===== config.mk =====
export PLATFORM = sky130hd
export DESIGN_NAME = dualshock_device
export DESIGN_NICKNAME = d
export VERILOG_FILES = /design/src/rtl/dualshock_device.sv
export SDC_FILE = /design/constraint.sdc
export NUM_CORES = 1
export LEC_CHECK = 0
export CAP_MARGIN = 40
export CELL_PAD_IN_SITES_DETAIL_PLACEMENT = 1
export CELL_PAD_IN_SITES_GLOBAL_PLACEMENT = 1
export CORE_MARGIN = 5
export CORE_UTILIZATION = 35
export CTS_CLUSTER_SIZE = 28
export DETAILED_ROUTE_END_ITERATION = 16
export GPL_ROUTABILITY_DRIVEN = 1
export PLACE_DENSITY = 0.68
export SYNTH_ARGS = -nofsm -noshare
export SYNTH_HDL_FRONTEND = slang
export SYNTH_SLANG_ARGS = --single-unit

===== constraint.sdc =====
create_clock -name clk -period 4.5 [get_ports clk]
set_input_delay 0.45 -clock clk [delete_from_list [all_inputs] [get_ports clk]]
set_output_delay 0.45 -clock clk [all_outputs]
set_load 0.05 [all_outputs]

===== src/rtl/dualshock_device.sv =====
// Device-side DualShock/PSX pad responder: oversamples host CLK/SEL/CMD, returns ID, button and
// analog bytes on DAT with delayed ACK pulses, and captures the host's motor bytes.
module dualshock_device #(
  parameter int unsigned ACK_DELAY   = 40,
  parameter int unsigned ACK_WIDTH   = 100,
  parameter int unsigned SYNC_STAGES = 2
) (
  input  logic        clk,
  input  logic        reset_n,
  input  logic        ps_clk,
  input  logic        ps_sel,
  input  logic        ps_cmd,
  output logic        ps_dat,
  output logic        ps_ack_n,
  input  logic        analog_mode,
  input  logic [15:0] buttons_n,
  input  logic [7:0]  axis_rx,
  input  logic [7:0]  axis_ry,
  input  logic [7:0]  axis_lx,
  input  logic [7:0]  axis_ly,
  output logic [7:0]  vib_small,
  output logic [7:0]  vib_large,
  output logic        vib_valid,
  output logic        frame_done
);

  typedef enum logic [1:0] {StIdle, StActive, StHalt} state_e;
  typedef enum logic [1:0] {AckIdle, AckWait, AckLow} ack_e;

  localparam logic [15:0] DelayM1 = 16'(ACK_DELAY - 1);
  localparam logic [15:0] WidthM1 = 16'(ACK_WIDTH - 1);

  logic [SYNC_STAGES-1:0] r_sync_clk, r_sync_sel, r_sync_cmd;
  logic                   r_clk_prev, r_sel_prev;
  logic                   w_clk, w_sel, w_cmd;
  logic                   w_clk_rise, w_clk_fall, w_sel_fall;

  state_e      r_state;
  ack_e        r_ack;
  logic [15:0] r_ack_cnt;
  logic [3:0]  r_byte_idx;
  logic [2:0]  r_bit_cnt;
  logic [7:0]  r_rx, r_tx;
  logic        r_analog;
  logic [15:0] r_btn;
  logic [7:0]  r_ax_rx, r_ax_ry, r_ax_lx, r_ax_ly;
  logic [7:0]  r_pend_small, r_pend_large;

  logic [3:0]  w_idx_next, w_last;
  logic [7:0]  w_rx_next, w_next_tx;
  logic        w_bad_hdr;

  // Host lines idle high, so synchronizers reset high to avoid a false sel fall.
  always_ff @(posedge clk or negedge reset_n) begin
    if (!reset_n) begin
      r_sync_clk <= '1;
      r_sync_sel <= '1;
      r_sync_cmd <= '1;
      r_clk_prev <= 1'b1;
      r_sel_prev <= 1'b1;
    end else begin
      r_sync_clk <= {r_sync_clk[SYNC_STAGES-2:0], ps_clk};
      r_sync_sel <= {r_sync_sel[SYNC_STAGES-2:0], ps_sel};
      r_sync_cmd <= {r_sync_cmd[SYNC_STAGES-2:0], ps_cmd};
      r_clk_prev <= w_clk;
      r_sel_prev <= w_sel;
    end
  end

  assign w_clk      = r_sync_clk[SYNC_STAGES-1];
  assign w_sel      = r_sync_sel[SYNC_STAGES-1];
  assign w_cmd      = r_sync_cmd[SYNC_STAGES-1];
  assign w_clk_rise = w_clk & ~r_clk_prev;
  assign w_clk_fall = ~w_clk & r_clk_prev;
  assign w_sel_fall = ~w_sel & r_sel_prev;

  assign w_idx_next = r_byte_idx + 4'd1;
  assign w_last     = r_analog ? 4'd8 : 4'd4;
  assign w_rx_next  = {w_cmd, r_rx[7:1]};
  assign w_bad_hdr  = ((r_byte_idx == 4'd0) && (w_rx_next != 8'h01)) ||
                      ((r_byte_idx == 4'd1) && (w_rx_next != 8'h42));

  always_comb begin
    w_next_tx = 8'hFF;
    case (w_idx_next)
      4'd1:    w_next_tx = r_analog ? 8'h73 : 8'h41;
      4'd2:    w_next_tx = 8'h5A;
      4'd3:    w_next_tx = r_btn[7:0];
      4'd4:    w_next_tx = r_btn[15:8];
      4'd5:    w_next_tx = r_ax_rx;
      4'd6:    w_next_tx = r_ax_ry;
      4'd7:    w_next_tx = r_ax_lx;
      4'd8:    w_next_tx = r_ax_ly;
      default: w_next_tx = 8'hFF;
    endcase
  end

  always_ff @(posedge clk or negedge reset_n) begin
    if (!reset_n) begin
      r_state      <= StIdle;
      r_ack        <= AckIdle;
      r_ack_cnt    <= '0;
      r_byte_idx   <= '0;
      r_bit_cnt    <= '0;
      r_rx         <= '0;
      r_tx         <= 8'hFF;
      r_analog     <= 1'b0;
      r_btn        <= '1;
      r_ax_rx      <= '0;
      r_ax_ry      <= '0;
      r_ax_lx      <= '0;
      r_ax_ly      <= '0;
      r_pend_small <= '0;
      r_pend_large <= '0;
      ps_dat       <= 1'b1;
      ps_ack_n     <= 1'b1;
      vib_small    <= '0;
      vib_large    <= '0;
      vib_valid    <= 1'b0;
      frame_done   <= 1'b0;
    end else begin
      vib_valid  <= 1'b0;
      frame_done <= 1'b0;

      // ACK sequencer runs independently of the shift logic.
      case (r_ack)
        AckWait: begin
          if (r_ack_cnt == '0) begin
            r_ack     <= AckLow;
            ps_ack_n  <= 1'b0;
            r_ack_cnt <= WidthM1;
          end else begin
            r_ack_cnt <= r_ack_cnt - 16'd1;
          end
        end
        AckLow: begin
          if (r_ack_cnt == '0) begin
            r_ack    <= AckIdle;
            ps_ack_n <= 1'b1;
          end else begin
            r_ack_cnt <= r_ack_cnt - 16'd1;
          end
        end
        default: ;
      endcase

      if (w_sel) begin
        r_state    <= StIdle;
        r_ack      <= AckIdle;
        r_ack_cnt  <= '0;
        r_byte_idx <= '0;
        r_bit_cnt  <= '0;
        ps_dat     <= 1'b1;
        ps_ack_n   <= 1'b1;
      end else begin
        case (r_state)
          StIdle: begin
            if (w_sel_fall) begin
              r_state      <= StActive;
              r_analog     <= analog_mode;
              r_btn        <= buttons_n;
              r_ax_rx      <= axis_rx;
              r_ax_ry      <= axis_ry;
              r_ax_lx      <= axis_lx;
              r_ax_ly      <= axis_ly;
              r_pend_small <= '0;
              r_pend_large <= '0;
              r_byte_idx   <= '0;
              r_bit_cnt    <= '0;
              r_tx         <= 8'hFF;
              ps_dat       <= 1'b1;
            end
          end
          StActive: begin
            if (w_clk_rise) begin
              r_rx      <= w_rx_next;
              r_bit_cnt <= r_bit_cnt + 3'd1;
              if (r_bit_cnt == 3'd7) begin
                if (r_byte_idx == 4'd3) r_pend_small <= w_rx_next;
                if (r_byte_idx == 4'd4) r_pend_large <= w_rx_next;
                if (w_bad_hdr) begin
                  r_state <= StHalt;
                  ps_dat  <= 1'b1;
                end else if (r_byte_idx == w_last) begin
                  r_state    <= StHalt;
                  ps_dat     <= 1'b1;
                  frame_done <= 1'b1;
                  vib_valid  <= 1'b1;
                  vib_small  <= r_pend_small;
                  // In digital mode byte 4 is also the last byte.
                  vib_large  <= (r_byte_idx == 4'd4) ? w_rx_next : r_pend_large;
                end else begin
                  r_byte_idx <= w_idx_next;
                  r_tx       <= w_next_tx;
                  ps_dat     <= w_next_tx[0];
                  r_ack      <= AckWait;
                  r_ack_cnt  <= DelayM1;
                end
              end
            end else if (w_clk_fall && (r_bit_cnt != 3'd0)) begin
              ps_dat <= r_tx[r_bit_cnt];
            end
          end
          StHalt: ps_dat <= 1'b1;
          default: r_state <= StIdle;
        endcase
      end
    end
  end

endmodule

==> results.txt, run 1 <==
The flow ran to the end, and the final reports show no timing, DRC or antenna violations. The design area is 0.007893 sq mm, and the die area is 0.02115 sq mm. By area the synthesized netlist is led by dfrtp_1 (39%), dfstp_2 (14%), mux2_2 (9.1%), o21ai_0 (4.2%), nand2_1 (3.3%). In this run the core area contains 49 standard-cell rows. The total power came out at 3.043 mW.

Across the run, the number of max-cap violations was 0. Counting every instance in the synthesized netlist gives 594. A synthesized cell averages 10.81 sq um. The class of the most critical setup path is flop to flop. Setup violations remaining at the end of the flow were counted as 0. The headroom to the max-slew limit is 0.5345. At the end of routability-driven placement, the weighted congestion stood at 0.7963. After detailed routing, the number of vias per cell comes to 5.343. The run gives 74 as the count of pins on the block boundary. The relative contribution of sequential cells to total power came out at 0.470. The worst register-to-register path has a depth of 8. The power share of the clock group is 0.441, and the post-CTS setup-driven buffer insertion count is 0. The logs give 0 for the number of slew-limit violations in the final report and 869 for the count of placed standard cells including taps. Area share of the largest cell type after synthesis: 0.3898. The run gives 0 ps as the post-route setup TNS.

For the total track usage, the log shows 0.1539. The clock input transition at the sequential cells of the worst setup and hold paths is 60 ps, and the sequential cell area fraction in the yosys report is 0.5289. The final core utilization was 0.4379; the slew of the pin with the lowest slew margin was 698.3 ps. The tree is rooted in a clkbuf_16. The area of the core region is 0.01802 sq mm.

Fraction of power consumed by combinational cells: 0.089. Number of H-tree levels: 4. The fraction of final layout cells with drive strength greater than 1 was 0.1964; the net count reported at finish was 726.

The final count of hold timing violations is 0. For the worst setup path, the data required time is 4770 ps. Summed over all cells, the static leakage comes to 3.316 nW.

The total global routing overflow was 0; the HPWL reported at the end of detailed placement was 11370 um. The maximum clock frequency came out at 350.1 MHz. The worst register-to-register path begins at r_byte_idx[1]. After clock tree synthesis, the repair step resized 0 gates.

Type of the worst min-delay path: primary input to async pin. The logs give 2.313 mW for the internal power and 901 for the filler-free cell count of the finished design. At the worst endpoint, the arrival time is 3130 ps. The die is 145.4 um wide. The run gives 54 as the largest net degree at the start of global routing.

In this run, CTS created clock tree buffers numbering 17. For the reg2reg setup slack, the log shows 1640 ps. On the final layout, the worst clock skew is 9.733 ps. Yosys instantiated no cell more often than dfrtp_1. TritonCTS built the clock tree. The logs give 15850 um for the total length of routed wires and 65 for the number of distinct library cells after synthesis. The run gives 0 as the number of antenna violations at the first check in global routing. The async set or reset register ratio after synthesis was 1.000; the number of optimization iterations in the first detailed-route pass was 4. The worst setup path is captured at a flop.

Once placement finished, the instance area stood at 0.007326 sq mm. Count of antenna-violating nets left after detailed routing: 0. The Yosys step of the flow raised 0 warnings. Counting every net in the synthesized netlist gives 661. The vertical die dimension was 145.4 um. IR analysis of the VDD net gives a maximum drop of 0.0002840 V. The shortest clock period the worst path allows after layout was 2856 ps; the number of sinks driven by the clock tree was 134. The register bit total from synthesis was 134. The average detailed-routed wire length per instance was 17.59 um; the number of enable-type register cells in the synthesized netlist was 0.

The number of buffer cells added on primary ports came out at 73. For the hold buffer count at CTS, the log shows 0. Power spent charging and discharging nets: 730.6 uW.

The longest clock path from root to sink contains 2 buffers. In this run the worst path has a maximum fanout of 13. The tools report the capture instance of the worst register-to-register path as r_ack_cnt[11]. The DRC violation total after the first TritonRoute iteration came out at 211.

Setup repair after global routing left no endpoint under its margin. Compared with the post-synthesis result, the final layout area differs by 22.94%. In this run the power density over the cells is 385.6 mW/mm^2. At the later pin of the worst-skew pair, clock insertion delay measures 420 ps. In the routed design, unresolved DRC markers number 0.

The worst setup path is launched from a flop. Sorting the synthesized cells by how often they occur yields dfrtp_1 (100), nand2_1 (57), o21ai_0 (54). The final route contains 4814 vias. The flip-flop cell with the highest count after synthesis is dfrtp_1. In this run the cell area of the synthesized design comes to 0.006420 sq mm. In the final layout, the registers with the most flip-flops are r_ack_cnt (16), r_btn (16). The first global-routing pass estimated 27170 um of wire.

The repair_antennas step left the layout with diodes totalling 0. The post-route fraction of the period consumed by the critical path was 0.6347; the switching share of power was 0.2401. Summed over all instances, the cell type with the most area after synthesis is dfrtp_1. The initial core utilization was 0.3562; the number of global-route vias before repair was 5269.
## routing by layer
metal  global-route usage  vias up  wire length (um)
met4              0.05504        0               299
met2               0.2502       94              7657
li1                     -     2278                 -
met3              0.03395       21               602
met1               0.2029     2421              7288
met5                    0        -                 0
## cell type report
cell class	count	area, sq um
Fill cell	1979	10130
Inverter	28	105.1
Multi-Input combinational cell	401	2780
Clock inverter	13	133.9
Sequential cell	134	3396
Clock buffer	19	432.9
Tap cell	229	286.5
Timing Repair Buffer	77	758.2
## power groups by stage
| stage | sequential (mW) | clock (mW) | combinational, mW |
|---|---|---|---|
| after floorplan | 1.42 | 0 | 0.169 |
| after global placement | 1.45 | 0 | 0.262 |
| after detailed placement | 1.45 | 0 | 0.275 |
| after CTS | 1.43 | 1.37 | 0.277 |
| after global routing | 1.45 | 1.43 | 0.301 |
| final | 1.43 | 1.34 | 0.270 |
## stage by stage
step	worst slack [ps]	hold WS [ps]
3_5_place_dp	1620	349.2
6_report	1644	68.99
2_1_floorplan	2323	154.4
3_3_place_gp	1768	346.1
4_1_cts	1627	94.18
5_1_grt	1274	132.2
## cells by family (layout without fill, tap and decap cells)
| group | after synthesis | in the layout | share of synthesized area |
|---|---|---|---|
| simple gates | 164 | 164 | 0.1259 |
| compound gates | 153 | 153 | 0.1565 |
| flops | 134 | 134 | 0.5289 |
| mux | 67 | 67 | 0.1185 |
| buf+inv | 59 | 137 | 0.03820 |
| fa+ha+maj | 13 | 13 | 0.02534 |
| xor+xnor | 4 | 4 | 0.006628 |
## critical path: stages (launching register included)
cell,delay (ps)
dfrtp_1,470
inv_1,120
ha_1,390
nor4b_1,330
o211ai_1,160
a21boi_2,290
nand4_1,320
nand2b_1,510
a31oi_1,110
## layout by cell type (no fill, tap or decap), types with 3 or more instances in the layout
| cell type | instances |
|---|---|
| a22o_1 | 14 |
| a31oi_1 | 8 |
| nor3_1 | 8 |
| inv_1 | 28 |
| clkbuf_16 | 17 |
| nand2_1 | 57 |
| nand3_1 | 12 |
| nand4_1 | 4 |
| nor2_1 | 36 |
| and3_1 | 3 |
| ha_1 | 13 |
| clkinv_2 | 5 |
| o21ai_0 | 54 |
| clkdlybuf4s50_1 | 72 |
| and2_1 | 3 |
| mux2i_1 | 13 |
| nor4_1 | 6 |
| a41o_1 | 3 |
| clkinvlp_4 | 3 |
| or3_1 | 4 |
| a21oi_1 | 29 |
| dfstp_2 | 34 |
| nand2b_1 | 9 |
| nor2b_1 | 3 |
| nand3b_1 | 5 |
| buf_4 | 5 |
| o32a_1 | 5 |
| o21a_1 | 3 |
| mux2_2 | 52 |
| a22oi_1 | 4 |
| clkinv_4 | 3 |
| a221oi_1 | 6 |
| dfrtp_1 | 100 |
## worst max path at each step
| stage | from | end | slack (ps) | cells after the start |
|---|---|---|---|---|
| floorplan | r_byte_idx[0] | r_ack_cnt[3] | 2320 | 9 |
| global placement | r_sync_clk[1] | r_pend_small[6] | 1770 | 6 |
| detailed placement | r_byte_idx[1] | r_ack_cnt[11] | 1620 | 8 |
| CTS | r_byte_idx[1] | r_ack_cnt[11] | 1630 | 8 |
| global route | r_byte_idx[1] | r_ack_cnt[11] | 1270 | 8 |
| finish | r_byte_idx[1] | r_ack_cnt[11] | 1640 | 8 |
Power figures use the tool's default switching activity.
==> run 2, diff against run 1 <==
PLACE_DENSITY = 0.71   (was 0.68)
clock period = 2.5 ns   (was 4.5 ns; I/O delays follow)
==> results.txt, run 2 (same netlist as run 1, synthesis figures left out) <==
The run finished with clean final reports. The number of buffer cells added on primary ports came out at 73 (unchanged). The run gives 0 (unchanged) as the final count of hold timing violations. The number of optimization iterations in the first detailed-route pass came out at 4 (unchanged). The peak supply drop was 0.0005178 V (+82%). The launching point of the worst reg2reg path is r_byte_idx[0].

For the count of pins on the block boundary, the log shows 74 (unchanged). Shortest clock period the worst path allows after layout: 2290 ps (-566.8 ps). The post-route setup TNS is 0 ps (unchanged).

The slew of the pin with the lowest slew margin came out at 638.6 ps (-59.68 ps). The data arrival time of the critical path was 2620 ps (-510 ps). The total length of routed wires came out at 17150 um (+8.2%).

In this run the critical register-to-register path is captured at r_tx[6]. The tools report the endpoint of the worst hold path as r_sync_cmd[0]. The worst hold path begins at ps_cmd.

The total leakage power was 3.455 nW (+4.2%); the number of antenna violations at the first check in global routing was 0 (unchanged). The number of slew-limit violations in the final report was 0 (unchanged). The count of vias placed by the detailed router is 4961 (+3.1%), and the clock skew after layout is 7.091 ps (-2.642 ps).

The net count reported at finish is 746 (+2.8%), and the filler-free cell count of the finished design is 921 (+2.2%). The number of cell instances on the worst register-to-register path works out to 8 (unchanged). For the clock latency at the later pin of the worst-skew pair, the log shows 420 ps (about the same). The HPWL reported at the end of detailed placement was 12000 um (+5.6%). Initial core utilization: 0.3562 (unchanged).

The largest registers in the layout are r_ack_cnt (16), r_btn (16). The data required time of the worst path is 2830 ps (-1940 ps), and the number of max-cap violations is 0 (unchanged). TritonCTS built the clock tree. Vertical die dimension: 145.4 um (unchanged).

Cell chosen for the clock root: clkbuf_16. For the die area, the log shows 0.02115 sq mm (unchanged). The fraction of final layout cells with drive strength greater than 1 was 0.2225 (+0.02611).

The signed area change from the synthesized netlist to the final layout is 26.70%. Type of the worst min-delay path: primary input to flop. For the count of antenna-violating nets left after detailed routing, the log shows 0 (unchanged). The maximum fanout count along the critical path is 7 (-6), and the cell depth of the worst min-delay path is 1. Most common cell after layout, fill and taps aside: dfrtp_1. The width of the chip was 145.4 um (unchanged).

The slowest stage of the critical path belongs to the cell a2111oi_0. The library cells used most frequently in the layout, excluding fill and tap cells, are dfrtp_1 (100), clkdlybuf4s50_1 (72), nand2_1 (57). The tools report the number of global-route vias before repair as 5506 (+4.5%). The area of the core region came out at 0.01802 sq mm (unchanged). The worst setup path is launched from a flop. The largest incremental delay on the critical path works out to 450 ps (-60 ps). The number of sinks driven by the clock tree came out at 134 (unchanged). The maximum clock insertion buffer count came out at 2 (unchanged). The logs give 229 (+8.5%) for the DRC violation total after the first TritonRoute iteration and 0.8158 (+2.4%) for the final RePlAce weighted congestion. The logs give 0 (unchanged) for the antenna diode count and 0 (unchanged) for the total global routing overflow. The number of H-tree levels came out at 4 (unchanged). The maximum clock frequency was 436.8 MHz (+25%); the post-route fraction of the period consumed by the critical path was 0.9158 (+0.2811).

The reg2reg setup slack is 210 ps (-1430 ps). Traced cell by cell, the critical path runs through buf_4 > ha_1 > xnor2_1 > nand2_1 > mux2i_1 > o211ai_1 > a2111oi_0 > a21oi_1. The run gives 17 (unchanged) as the number of buffers inserted during clock tree synthesis. The largest net degree at the start of global routing is 54 (unchanged). The post-CTS setup-driven buffer insertion count came out at 0 (unchanged). STA classifies the critical path endpoint as a flop. Class of the most critical setup path: flop to flop.

The average detailed-routed wire length per instance was 18.62 um (+5.9%). The clock input transition at the sequential cells of the worst setup and hold paths was 60 ps (about the same). The headroom to the max-slew limit was 0.5727 (+0.03821). The run gives 0 (unchanged) as the number of remaining DRC errors. The detail-routed via count per cell was 5.387 (+0.82%).

Total track usage: 0.1638 (+0.009926). The tools report the global-route wire length before repair as 28500 um (+4.9%). Setup repair after global routing left no endpoint under its margin. The tools report the count of placed standard cells including taps as 888 (+2.2%).

The tools report the number of rows in the core area as 49 (unchanged). The ratio of total power to cell area was 690.0 mW/mm^2 (+79%); the final count of negative-setup-slack endpoints was 0 (unchanged).
## run 2: cell count changes in the layout (fill, tap and decap cells not counted), sizes merged
cell / previous run / this run
clkinvlp: 3 / 2
buf: 5 / 24
clkinv: 8 / 5
dlygate4sd3: 0 / 1
inv: 28 / 32
## run 2: worst max-delay path: cells and delay by family, from the launching register on
kind	cells	cell delay [ps]
AND/OR/NAND/NOR	1	140
multiplexers	1	210
AO/OA/AOI/OAI	3	740
adder cells (fa/ha/maj)	1	250
XOR/XNOR	1	280
buffers and inverters	1	170
flip-flops	1	410
## run 2: where the power goes
part	total (mW)	switching (mW)	leakage (nW)	internal, mW
sequential	2.58	0.157	1.68	2.43
combinational	0.519	0.227	1.50	0.291
clock	2.51	1.00	0.285	1.51
## run 2: worst max path at each step
stage | cells after the start | endpoint | startpoint | slack [ps]
after floorplan | 9 | r_ack_cnt[3] | r_byte_idx[0] | 320
after global placement | 10 | r_ack_cnt[0] | r_ack_cnt[0] | 320
after detailed placement | 10 | r_ack_cnt[0] | r_ack_cnt[0] | 200
after CTS | 8 | r_byte_idx[2] | r_byte_idx[0] | 100
after global routing | 8 | r_tx[6] | r_byte_idx[0] | 0.4
final | 8 | r_tx[6] | r_byte_idx[0] | 210
## run 2: metrics by stage
stage          hold slack (ps)  utilization  setup slack (ps)  power [mW]  cell area, sq um
2_1_floorplan           -45.59            -             323.0       2.858              6420
3_3_place_gp             280.9       0.4171             324.3       3.094              7518
3_5_place_dp             301.4       0.4171             198.5       3.135              7518
4_1_cts                  215.5       0.4504             102.3       5.682              8118
5_1_grt                  220.2       0.4513            0.3535       5.840              8134
6_report                 237.6       0.4513             210.5       5.612              8134
## run 2: repair_timing
item	CTS	global route
setup endpoints to repair	0	2
endpoints found under the hold margin	32	0
gates resized for setup	0	4
hold buffers	1	0
## run 2: cell type report
| class | count | area [sq um] |
|---|---|---|
| tap | 229 | 286.5 |
| timing repair buffer | 97 | 960.9 |
| multi-input combinational | 401 | 2796 |
| sequential | 134 | 3396 |
| clock buffer | 19 | 442.9 |
| fill | 1969 | 9891 |
| inverter | 28 | 105.1 |
| clock inverter | 13 | 146.4 |
## run 2: per-layer routing
layer	vias up	track usage	wire (um)
li1	2312	-	-
met1	2514	0.2052	7640
met2	107	0.2747	8468
met3	28	0.03862	666
met4	0	0.06297	371
met5	-	0	0
==> run 3, diff against run 2 <==
CTS_BUF_LIST = sky130_fd_sc_hd__clkbuf_4   (was not set)
==> results.txt, run 3 (same netlist as run 1, synthesis figures left out) <==
The post-route setup TNS was 0 ps (unchanged); the area of the core region was 0.01802 sq mm (unchanged). The maximum fanout count along the critical path is 7 (unchanged). Clock input transition at the sequential cells of the worst setup and hold paths: 120 ps (+60 ps).

The number of slew-limit violations in the final report was 0 (unchanged). The logs give 198.5 ps (unchanged) for the setup slack after placement and 0 (unchanged) for the number of max-cap violations. The run gives 0.112 (+0.020) as the fraction of power consumed by combinational cells.

For the met2 track demand over resource, the log shows 0.2585 (-0.01614). The initial core utilization came out at 0.3562 (unchanged). The run gives 0.2030 (-0.002178) as the met1 routing resource usage after global routing.

The tools report the worst path setup slack after routing as 198.3 ps (-12.19 ps). Detail-routed via count per cell: 5.371 (-0.30%). The maximum clock frequency was 434.5 MHz (-0.53%); the number of buffers inserted during clock tree synthesis was 17 (unchanged).

Met3 track demand over resource in global routing: 0.03986 (+0.001246). The startpoint type of the worst setup path was a flop. The width of the chip works out to 145.4 um (unchanged).

The launching point of the worst reg2reg path is r_byte_idx[0]. The tools report the global-route wire length before repair as 27610 um (-3.1%). The slew of the pin with the lowest slew margin was 615.5 ps (-23.15 ps); the HPWL reported at the end of detailed placement was 12000 um (unchanged). Setup repair after global routing left no endpoint under its margin. The power spent charging and discharging nets is 1.239 mW (-11%).

The filler-free cell count of the finished design is 923 (+0.22%). The tools report the critical path startpoint as r_byte_idx[0]. The vertical die dimension was 145.4 um (unchanged).

Maximum clock insertion buffer count: 2 (unchanged). The average detailed-routed wire length per instance is 17.80 um (-4.4%). The largest registers in the layout are r_ack_cnt (16), r_btn (16). The DRC violation total after the first TritonRoute iteration was 291 (+27%); the largest net degree at the start of global routing was 54 (unchanged).

The number of global-route vias before repair is 5437 (-1.3%), and the final RePlAce weighted congestion is 0.8158 (unchanged). The number of sinks driven by the clock tree was 134 (unchanged); the number of antenna violations at the first check in global routing was 1 (+1). The ratio of total power to cell area is 583.0 mW/mm^2 (-16%). The flow ran to the end, and the final reports show no timing, DRC or antenna violations.

The final core utilization was 0.4345 (-0.01680); the shortest clock period the worst path allows after layout was 2302 ps (+12.19 ps). The number of rows in the core area is 49 (unchanged). The switching share of power is 0.2714 (+0.02436), and the power share of the clock group is 0.324 (-0.123). The headroom to the max-slew limit came out at 0.5897 (+0.01701). The most common cell after layout, fill and taps aside is dfrtp_1. In the layout the commonest cells are dfrtp_1 (100), clkdlybuf4s50_1 (72), nand2_1 (57). The number of buffer cells added on primary ports was 73 (unchanged); the signed area change from the synthesized netlist to the final layout was 21.98%. STA classifies the critical path endpoint as a flop. The net count reported at finish was 746 (unchanged). The tools report the peak supply drop as 0.0002774 V (-46%). Total track usage: 0.1580 (-0.005780). The run gives 74 (unchanged) as the count of pins on the block boundary. CTS placed an instance of clkbuf_4 at the clock tree root.

The run gives 4 (unchanged) as the number of H-tree levels. Class of the most critical setup path: flop to flop. TritonCTS built the clock tree. The number of remaining DRC errors is 0 (unchanged), and the reg2reg setup slack is 200 ps (about the same). The total length of routed wires came out at 16430 um (-4.2%). The total global routing overflow is 0 (unchanged), and the fraction of final layout cells with drive strength greater than 1 is 0.2211 (-0.001445).

The run gives 0 (unchanged) as the final count of negative-setup-slack endpoints. The relative contribution of sequential cells to total power is 0.564 (+0.104). Clock skew after layout: 21.12 ps (+14.03 ps). The worst hold path begins at ps_sel. The number of optimization iterations in the first detailed-route pass is 4 (unchanged), and the post-route fraction of the period consumed by the critical path is 0.9207 (+0.004876).

The tools report the internal power as 3.326 mW (-21%). The run gives 570 ps (+150 ps) as the clock latency at the later pin of the worst-skew pair. The tools report the data required time of the worst path as 2990 ps (+160 ps). The final count of hold timing violations is 0 (unchanged). The die area is 0.02115 sq mm (unchanged). The data arrival time of the critical path is 2790 ps (+170 ps). In this run the most used layer during global routing was met2.

The tools report the count of placed standard cells including taps as 888 (unchanged). In this run the worst hold path is classified as primary input to flop. The logs give 3.325 nW (-3.8%) for the total leakage power and 4957 (-0.081%) for the count of vias placed by the detailed router. The count of antenna-violating nets left after detailed routing is 0 (unchanged).
run 3: changes by cell type in the layout (fill, tap and decap cells not counted), sizes merged:
| cell | delta |
|---|---|
| clkbuf | -1 |
| clkinv | +1 |
| diode | +2 |
run 3: per-stage QoR:
| step | power, mW | hold WS [ps] | instance area [sq um] |
|---|---|---|---|
| floorplan | 2.858 | -45.59 | 6420 |
| global placement | 3.094 | 280.9 | 7518 |
| detailed placement | 3.135 | 301.4 | 7518 |
| CTS | 4.633 | 37.00 | 7814 |
| global route | 4.798 | 34.35 | 7831 |
| finish | 4.566 | 87.16 | 7831 |
run 3: power groups by stage:
stage	combinational, mW	clock, mW	sequential (mW)
4_1_cts	0.523	1.54	2.57
2_1_floorplan	0.304	0	2.55
3_5_place_dp	0.518	0	2.62
3_3_place_gp	0.494	0	2.60
6_report	0.513	1.48	2.57
5_1_grt	0.571	1.63	2.60
run 3: worst paths after layout:
kind,end,cells past startpoint
setup reg to reg,r_tx[4],8
hold / removal,r_sync_sel[0],1
min in group asynchronous,frame_done,2
hold reg to reg,r_sync_cmd[1],0
setup / recovery,r_tx[4],8
max in group asynchronous,r_btn[4],3
run 3: worst max-delay path, cell delays in order (launching register included):
cell and delay, ps:
dfrtp_1 430, buf_4 170, ha_1 250, xnor2_1 280, nand2_1 140, mux2i_1 210, o211ai_1 180, nand2b_1 230
o32a_1 350
run 3: layout make-up:
class                      count  area (sq um)
fill                        2017         10190
clock inverter                14         150.1
clock buffer                  18         135.1
tap                          229         286.5
sequential                   134          3396
multi-input combinational    401          2793
timing repair buffer          97         960.9
antenna                        2         5.005
inverter                      28         105.1
run 3: layer usage:
| metal | vias to the layer above | wire [um] | part of all wire |
|---|---|---|---|
| li1 | 2327 | - | - |
| met1 | 2496 | 7513 | 0.46 |
| met2 | 102 | 7959 | 0.48 |
| met3 | 32 | 619 | 0.038 |
| met4 | 0 | 336 | 0.020 |
| met5 | - | 0 | 0 |
run 3: timing repair:
item	CTS	global route
gates resized for setup	0	3
hold buffers	1	0
endpoints found under the hold margin	32	0
buffers inserted	0	0
setup endpoints to repair	0	2
